### config.mk
export PLATFORM = sky130hd
export DESIGN_NAME = uart_tx
export DESIGN_NICKNAME = d
export VERILOG_FILES = /design/src/rtl/uart_pkg.sv /design/src/rtl/uart_tx.sv
export SDC_FILE = /design/constraint.sdc
export NUM_CORES = 1
export LEC_CHECK = 0
export ABC_CLOCK_PERIOD_IN_PS = 3350
export BUFFER_PORTS_ARGS = -buffer_cell sky130_fd_sc_hd__buf_4
export CORE_MARGIN = 2
export CORE_UTILIZATION = 59
export DETAILED_ROUTE_END_ITERATION = 16
export HOLD_SLACK_MARGIN = 0.1
export PLACE_DENSITY = 0.88
export SETUP_SLACK_MARGIN = 0.15
export SLEW_MARGIN = 25
export SYNTH_ARGS = -nofsm -noshare
export SYNTH_HDL_FRONTEND = slang
export SYNTH_SLANG_ARGS = --single-unit
### constraint.sdc
create_clock -name PCLK -period 3.35 [get_ports PCLK]
set_clock_uncertainty 0.1 [all_clocks]
set_input_delay 0.67 -clock PCLK [delete_from_list [all_inputs] [get_ports PCLK]]
set_output_delay 0.67 -clock PCLK [all_outputs]
set_load 0.1 [all_outputs]
### src/rtl/uart_pkg.sv
`default_nettype none
// ============================================================================
//  Module   : uart_pkg
//  Purpose  : Shared definitions for the APB UART transmitter and receiver:
//             frame state encoding, parity mode constants and the default
//             baud oversampling ratio.
//  Ports    : none (package)
//  Revision : 1.0  initial release
// ============================================================================
package uart_pkg;

    typedef enum logic [2:0] {
        IDLE   = 3'd0,
        START  = 3'd1,
        DATA   = 3'd2,
        PARITY = 3'd3,
        STOP   = 3'd4
    } tx_state_t;

    localparam bit PAR_EVEN = 1'b0;
    localparam bit PAR_ODD  = 1'b1;

    localparam int DEFAULT_OVERSAMPLE = 16;

endpackage
`default_nettype wire

### src/rtl/uart_tx.sv
`default_nettype none
// ============================================================================
//  Module   : uart_tx
//  Purpose  : UART serial transmitter. Pops words from a first-word-fall-
//             through TX FIFO and shifts them out LSB-first as
//             start / data / optional parity / stop frames, one bit per
//             OVERSAMPLE baud ticks.
//  Ports    : PCLK          - clock
//             PRESETn       - synchronous active-low reset
//             en_sys        - UART enable, low aborts the current frame
//             tx_en         - transmit enable, gates new frame starts only
//             baud_tick     - oversampled baud strobe
//             dout_tx_fifo  - FIFO head word
//             empty_tx_fifo - FIFO empty flag
//             rd_en_tx_fifo - FIFO pop strobe (combinational)
//             tx            - serial line, idle high (registered)
//             tx_busy       - frame in progress (registered)
//             tx_ready      - one-cycle pulse at frame completion (registered)
//  Revision : 1.0  initial release
// ============================================================================
module uart_tx
    import uart_pkg::*;
#(
    parameter int DATA_WIDTH = 8,
    parameter int OVERSAMPLE = DEFAULT_OVERSAMPLE,
    parameter bit PARITY_EN  = 1'b0,
    parameter bit PARITY_ODD = PAR_EVEN,
    parameter int STOP_BITS  = 1
) (
    input  logic                  PCLK,
    input  logic                  PRESETn,
    input  logic                  en_sys,
    input  logic                  tx_en,
    input  logic                  baud_tick,
    input  logic [DATA_WIDTH-1:0] dout_tx_fifo,
    input  logic                  empty_tx_fifo,
    output logic                  rd_en_tx_fifo,
    output logic                  tx,
    output logic                  tx_busy,
    output logic                  tx_ready
);

    localparam int TICK_W = $clog2(OVERSAMPLE);
    localparam int BIT_W  = $clog2(DATA_WIDTH);

    localparam logic [TICK_W-1:0] TICK_LAST = TICK_W'(OVERSAMPLE - 1);
    localparam logic [BIT_W-1:0]  BIT_LAST  = BIT_W'(DATA_WIDTH - 1);
    localparam logic              STOP_LAST = 1'(STOP_BITS - 1);

    tx_state_t             r_state,    w_state;
    logic [DATA_WIDTH-1:0] r_shift,    w_shift;
    logic                  r_parity,   w_parity;
    logic [TICK_W-1:0]     r_tick_cnt, w_tick_cnt;
    logic [BIT_W-1:0]      r_bit_cnt,  w_bit_cnt;
    logic                  r_stop_cnt, w_stop_cnt;
    logic                  r_tx,       w_tx;
    logic                  r_busy,     w_busy;
    logic                  r_ready,    w_ready;

    logic w_start;
    logic w_bit_end;
    logic w_load;
    logic w_rd_en;

    assign w_start   = en_sys && tx_en && !empty_tx_fifo;
    assign w_bit_end = baud_tick && (r_tick_cnt == TICK_LAST);

    always_comb begin
        w_state    = r_state;
        w_shift    = r_shift;
        w_parity   = r_parity;
        w_tick_cnt = r_tick_cnt;
        w_bit_cnt  = r_bit_cnt;
        w_stop_cnt = r_stop_cnt;
        w_tx       = r_tx;
        w_busy     = r_busy;
        w_ready    = 1'b0;
        w_load     = 1'b0;
        w_rd_en    = 1'b0;

        if (!en_sys) begin
            // Abort: drop the frame silently, the popped word is lost.
            w_state    = IDLE;
            w_tick_cnt = '0;
            w_bit_cnt  = '0;
            w_stop_cnt = 1'b0;
            w_tx       = 1'b1;
            w_busy     = 1'b0;
        end else begin
            if ((r_state != IDLE) && baud_tick) begin
                w_tick_cnt = w_bit_end ? '0 : r_tick_cnt + TICK_W'(1);
            end

            case (r_state)
                IDLE: begin
                    w_load = w_start;
                end
                START: begin
                    if (w_bit_end) begin
                        w_state   = DATA;
                        w_bit_cnt = '0;
                        w_tx      = r_shift[0];
                    end
                end
                DATA: begin
                    if (w_bit_end) begin
                        w_shift = {1'b0, r_shift[DATA_WIDTH-1:1]};
                        if (r_bit_cnt == BIT_LAST) begin
                            w_bit_cnt = '0;
                            if (PARITY_EN) begin
                                w_state = PARITY;
                                w_tx    = r_parity;
                            end else begin
                                w_state    = STOP;
                                w_stop_cnt = 1'b0;
                                w_tx       = 1'b1;
                            end
                        end else begin
                            w_bit_cnt = r_bit_cnt + BIT_W'(1);
                            // Bit 1 of the pre-shift word is the next one out.
                            w_tx      = r_shift[1];
                        end
                    end
                end
                PARITY: begin
                    if (w_bit_end) begin
                        w_state    = STOP;
                        w_stop_cnt = 1'b0;
                        w_tx       = 1'b1;
                    end
                end
                STOP: begin
                    if (w_bit_end) begin
                        if (r_stop_cnt == STOP_LAST) begin
                            w_ready = 1'b1;
                            if (w_start) begin
                                // Back-to-back: next start bit follows the stop bit.
                                w_load = 1'b1;
                            end else begin
                                w_state = IDLE;
                                w_busy  = 1'b0;
                            end
                        end else begin
                            w_stop_cnt = r_stop_cnt + 1'b1;
                        end
                    end
                end
                default: begin
                    w_state = IDLE;
                end
            endcase

            if (w_load) begin
                w_rd_en    = 1'b1;
                w_state    = START;
                w_shift    = dout_tx_fifo;
                w_parity   = (^dout_tx_fifo) ^ (PARITY_ODD == PAR_ODD);
                w_tick_cnt = '0;
                w_bit_cnt  = '0;
                w_stop_cnt = 1'b0;
                w_tx       = 1'b0;
                w_busy     = 1'b1;
            end
        end
    end

    always_ff @(posedge PCLK) begin
        if (!PRESETn) begin
            r_state    <= IDLE;
            r_shift    <= '0;
            r_parity   <= 1'b0;
            r_tick_cnt <= '0;
            r_bit_cnt  <= '0;
            r_stop_cnt <= 1'b0;
            r_tx       <= 1'b1;
            r_busy     <= 1'b0;
            r_ready    <= 1'b0;
        end else begin
            r_state    <= w_state;
            r_shift    <= w_shift;
            r_parity   <= w_parity;
            r_tick_cnt <= w_tick_cnt;
            r_bit_cnt  <= w_bit_cnt;
            r_stop_cnt <= w_stop_cnt;
            r_tx       <= w_tx;
            r_busy     <= w_busy;
            r_ready    <= w_ready;
        end
    end

    // The pop strobe is combinational, so it must be masked during reset.
    assign rd_en_tx_fifo = w_rd_en && PRESETn;
    assign tx            = r_tx;
    assign tx_busy       = r_busy;
    assign tx_ready      = r_ready;

endmodule
`default_nettype wire
# [Word level (Yosys, flattened, before mapping)]
# Index checks and enable logic that the tools add are counted.
[word_totals] regBits=22
[classes] n_addsub=3 eq_ne=23 muxes=42 bitwise=3 n_reduce_logical=24
[op_table] op="two-way mux 3 bit" count=10
[op_table] op="two-way mux 8 bit" count=3
[op_table] op="two-way mux 1 bit" count=23
[op_table] op="inequality test 3 bit, second input constant" count=7
[op_table] op="inequality test 2 bit, second input constant" count=8
[op_table] op="AND reduction 8 bit" count=2
[op_table] op="case mux 3 bit (5 select lines)" count=1
[op_table] op="AND reduction 4 bit" count=3
[op_table] op="nonzero test 2 bit" count=4
[op_table] op="== test 3 x 2 -> 1 bit, second input constant" count=2
[op_table] op="== test 3 bit, second input constant" count=2
[op_table] op="case mux 1 bit (3 select lines)" count=2
[op_table] op="case mux 3 bit (2 select lines)" count=1
[op_table] op="AND reduction 3 bit" count=2
[op_table] op="nonzero test 3 bit" count=2
[op_table] op="logical AND 1 bit" count=5
[op_table] op="AND reduction 5 bit" count=1
[op_table] op="adder 4 x 1 -> 4 bit, second input constant" count=1
[op_table] op="== test 4 bit, second input constant" count=1
[op_table] op="two-way mux 4 bit" count=1
[op_table] op="inequality test 2 x 1 -> 1 bit, second input constant" count=2
[op_table] op="nonzero test 4 bit" count=1
[op_table] op="adder 3 x 1 -> 3 bit, second input constant" count=1
[op_table] op="== test 3 x 1 -> 1 bit, second input constant" count=1
[op_table] op="7 further kinds" count=9

# [Depth between registers and ports, before layout]
[logic_depth] ltp_word=10 depth_mapped=6 depth_no_buf=6

# [Worst setup path after synthesis]
# Ideal clock, no wire load.
[synth_path] path_kind="in2out" from="in empty_tx_fifo" to="out rd_en_tx_fifo" t_arrival_ps=2916 t_required_ps=2580 slack_ps=-336 cell_stages=4 n_path_buf=1 cell_sequence="nand3b_1 -> a2111oi_4 -> buf_6 -> nor2b_1"
[synth_between] elab_chain_len=10
[synth_lines] element="start, declared" line_no="uart_tx.sv:36" source="input logic empty_tx_fifo,"
[synth_lines] element="zero test 1 bit (*)" line_no="uart_tx.sv:65" source="assign w_start = en_sys && tx_en && !empty_tx_fifo;"
[synth_lines] element="logical AND 1 bit (*)" line_no="uart_tx.sv:65"
[synth_lines] element="two-way mux 1 bit" line_no="uart_tx.sv:136" source="if (w_start) begin"
[synth_lines] element="two-way mux 1 bit" line_no="uart_tx.sv:134" source="if (r_stop_cnt == STOP_LAST) begin"
[synth_lines] element="two-way mux 1 bit" line_no="uart_tx.sv:133" source="if (w_bit_end) begin"
[synth_lines] element="case mux 1 bit (2 select lines) (*)" line_no="uart_tx.sv:94" source="case (r_state)"
[synth_lines] element="two-way mux 1 bit (*)" line_no="uart_tx.sv:81" source="if (!en_sys) begin"
[synth_lines] element="two-way mux 1 bit (*)" line_no="uart_tx.sv:153" source="if (w_load) begin"
[synth_lines] element="two-way mux 1 bit (*)" line_no="uart_tx.sv:81"
[synth_lines] element="logical AND 1 bit (*)" line_no="uart_tx.sv:192" source="assign rd_en_tx_fifo = w_rd_en && PRESETn;"
[synth_lines] element="end, declared" line_no="uart_tx.sv:37" source="output logic rd_en_tx_fifo,"
# Mark *: on every way between the ends. The rest lies on a longest branch, timed or not. The select of a mux whose other input is x is not followed.

# [Worst setup path after layout]
[layout_path] from="reg r_tick_cnt[1]" to="out rd_en_tx_fifo"
[layout_between] elab_chain_len=8
[layout_lines] element="start, declared" line_no="uart_tx.sv:53" source="logic [TICK_W-1:0] r_tick_cnt, w_tick_cnt;"
[layout_lines] element="start signal, assigned" line_no="uart_tx.sv:182" source="r_tick_cnt <= w_tick_cnt;"
[layout_lines] element="== test 4 bit" line_no="uart_tx.sv:66" source="assign w_bit_end = baud_tick && (r_tick_cnt == TICK_LAST);"
[layout_lines] element="logical AND 1 bit" line_no="uart_tx.sv:66"
[layout_lines] element="two-way mux 1 bit" line_no="uart_tx.sv:133"
[layout_lines] element="case mux 1 bit (2 select lines)" line_no="uart_tx.sv:94"
[layout_lines] element="two-way mux 1 bit" line_no="uart_tx.sv:81"
[layout_lines] element="two-way mux 1 bit" line_no="uart_tx.sv:153"
[layout_lines] element="two-way mux 1 bit" line_no="uart_tx.sv:81"
[layout_lines] element="logical AND 1 bit" line_no="uart_tx.sv:192"
# Every way passes these cells. The select of a mux whose other input is x is not followed.

==> out/qor.csv <==
metric,value,unit
Max Cap Viol,0,
Routability Congestion,0.809,
largest net degree at the start of global routing,17,
Synth top area share,0.354,
Clock Latency Late Sink,0.31,ns
grt peak-use layer,met2,
Peak Freq,342,MHz
mean area per synthesized cell,9.29,um^2
Clock Tree Buf Depth,2,
PwrDens,324,nW/um^2
"reg-to-reg slack, setup",1.10,ns
Hold Fails Final Rpt,0,
initial antenna violation count,0,
HPWL Detailed,1.77,mm
hold buffers post-CTS,0,
CTS Sinks,21,
Hold Path Class,register to register,
Post-CTS Setup Inserts,0,
CTS tree,yes,
M3 GR Usage,0.0368,
Filler Cell Count,165,
Total GRT Usage,0.229,
Final Instance Count excl. Fillers,168,
Chip Width,48.9,um
Root Buffer,clkbuf_4,
number of antenna-violating nets in the routed design,0,
Final Core Density,0.694,
setup_tns,0,ns
first-pass GRT wire length,4.26,mm
Initial Util,0.618,
Crit Path Max Fanout,9,
vias in the first global route,960,
CTS Buf Count,3,
RSZ-0062 raised after global routing,false,
die height,48.9,um
leading area contributor after synthesis,dfxtp_1,
post-synth net total,145,
synth top area cells,"dfxtp_1 35%, mux2i_1 8.4%, a21oi_2 5.2%, o31ai_1 5.1%, ha_1 3.2%",
fin nets,159,
#FFs+latches synth,21,
Setup CP Type,register to primary output,
"CTS clk-pin slew, worst paths",0.12,ns
placed cell areas,1310,um^2
Iter 0 DRT Violations,20,
Setup WS pre-CTS,0.625,ns
# resized after CTS,0,
Main synth FF type,dfxtp_1,
CP endpoint kind,primary output,
I/O pin cnt,18,
Post-synth top cells,"21 x dfxtp_1, 10 x mux2i_1, 10 x nand2_1, 10 x nor2_1, 8 x o31ai_1",
endpoints failing setup,0,
"count leader, synth",dfxtp_1,
area grow syn2layout,12.2,%
DRT Pass-1 Iters,4,
Worst Tran Pin Value,0.611,ns
total vias in the final route,994,
"Data arrival, critical path",2.15,ns
gr ovfl total,0,
synth warn,0,
final setup margin,0.428,ns
design area,1330,um^2
n_diodes,0,
FP Rows,16,
drc violations,0,
Final Max Slew Viols,0,
via/cell ratio,5.92,
met1 Usage GRT,0.275,
Post-Synthesis Cell Area,1190,um^2
worst rel slew slack,0.592,
post-synth cell types,38,
status,finished clean,
layout cells sized above 1,0.277,
Leak,0.478,nW
sequential cell area fraction in the yosys report,0.354,
"Min Clock Period, post-route",2.92,ns
tightest hold margin,0.400,ns
ys async rst share,0,
Gate Count Post-Synth,128,
Placed Instances,164,
die area,2390,um^2
WL/cell,14.7,um
startpoint types,register,
htree depth,1,
Post-synth EDFFs,0,
buffers added on ports,17,
met2 GRT Util,0.413,
worst endpoint required time,2.58,ns
WL final,2.47,mm
CORE AREA,1920,um^2
"IR drop worst, VDD",195,uV
"Period Utilization, post-route",0.872,
Power Total,433,uW
==> path summary, 6_finish.rpt <==
| kind | cells past startpoint | start | to |
|---|---|---|---|
| setup / recovery | 5 | r_tick_cnt[1]$_SDFFE_PP0P_ | rd_en_tx_fifo |
| setup reg to reg | 6 | r_tick_cnt[1]$_SDFFE_PP0P_ | r_state[1]$_SDFFE_PP0P_ |
| hold reg to reg | 2 | tx$_SDFFE_PN1P_ | tx$_SDFFE_PN1P_ |
| hold / removal | 2 | tx$_SDFFE_PN1P_ | tx$_SDFFE_PN1P_ |
==> logic make-up after synthesis <==
family | Yosys count | synth area share
AND/OR/NAND/NOR | 43 | 0.216
buffers and inverters | 12 | 0.0547
flip-flops | 21 | 0.354
multiplexers | 10 | 0.0842
AO/OA/AOI/OAI | 37 | 0.245
XOR/XNOR | 2 | 0.0147
adder cells (fa/ha/maj) | 3 | 0.0316
==> report_power, final <==
group / switching (mW) / internal [mW]
Clock: 0.0825 / 0.0447
Combinational: 0.0263 / 0.0223
Sequential: 0.00326 / 0.254
Total: 0.112 / 0.321
==> cells in the final DEF, fill, tap and decap left out, types with 5 or more instances in the layout <==
cell	count
a21oi_1	6
mux2i_1	10
o31ai_1	8
buf_4	18
dfxtp_1	21
o21ai_0	5
nand2_1	10
a21oi_2	7
nor2_1	10
==> flip-flops by register name, summed over array words and instances (netlist names) <==
name and count:
r_state 3, tx_busy 1, tx 1, r_shift 8, tx_ready 1, r_bit_cnt 3
r_tick_cnt 4
==> final cells by class <==
type                       count  area [um^2]  area share
multi-input combinational     95          706       0.529
sequential                    21          420       0.315
timing repair buffer          18          135       0.101
tap                           27         33.8      0.0253
clock buffer                   3         22.5      0.0169
inverter                       3         11.3     0.00844
clock inverter                 1         5.00     0.00375
==> worst max-delay path, cell delays in order (launching register included) <==
cell	delay (ns)
dfxtp_1	0.42
ha_1	0.29
nand4_4	0.22
a2111oi_4	0.42
nor2b_2	0.19
buf_4	0.29
==> routing by layer <==
metal | up-vias | share of wire
li1 | 490 | -
met1 | 467 | 0.44
met2 | 34 | 0.51
met3 | 3 | 0.042
met4 | 0 | 0.010
met5 | - | 0
(Power assumes the default switching activity.)
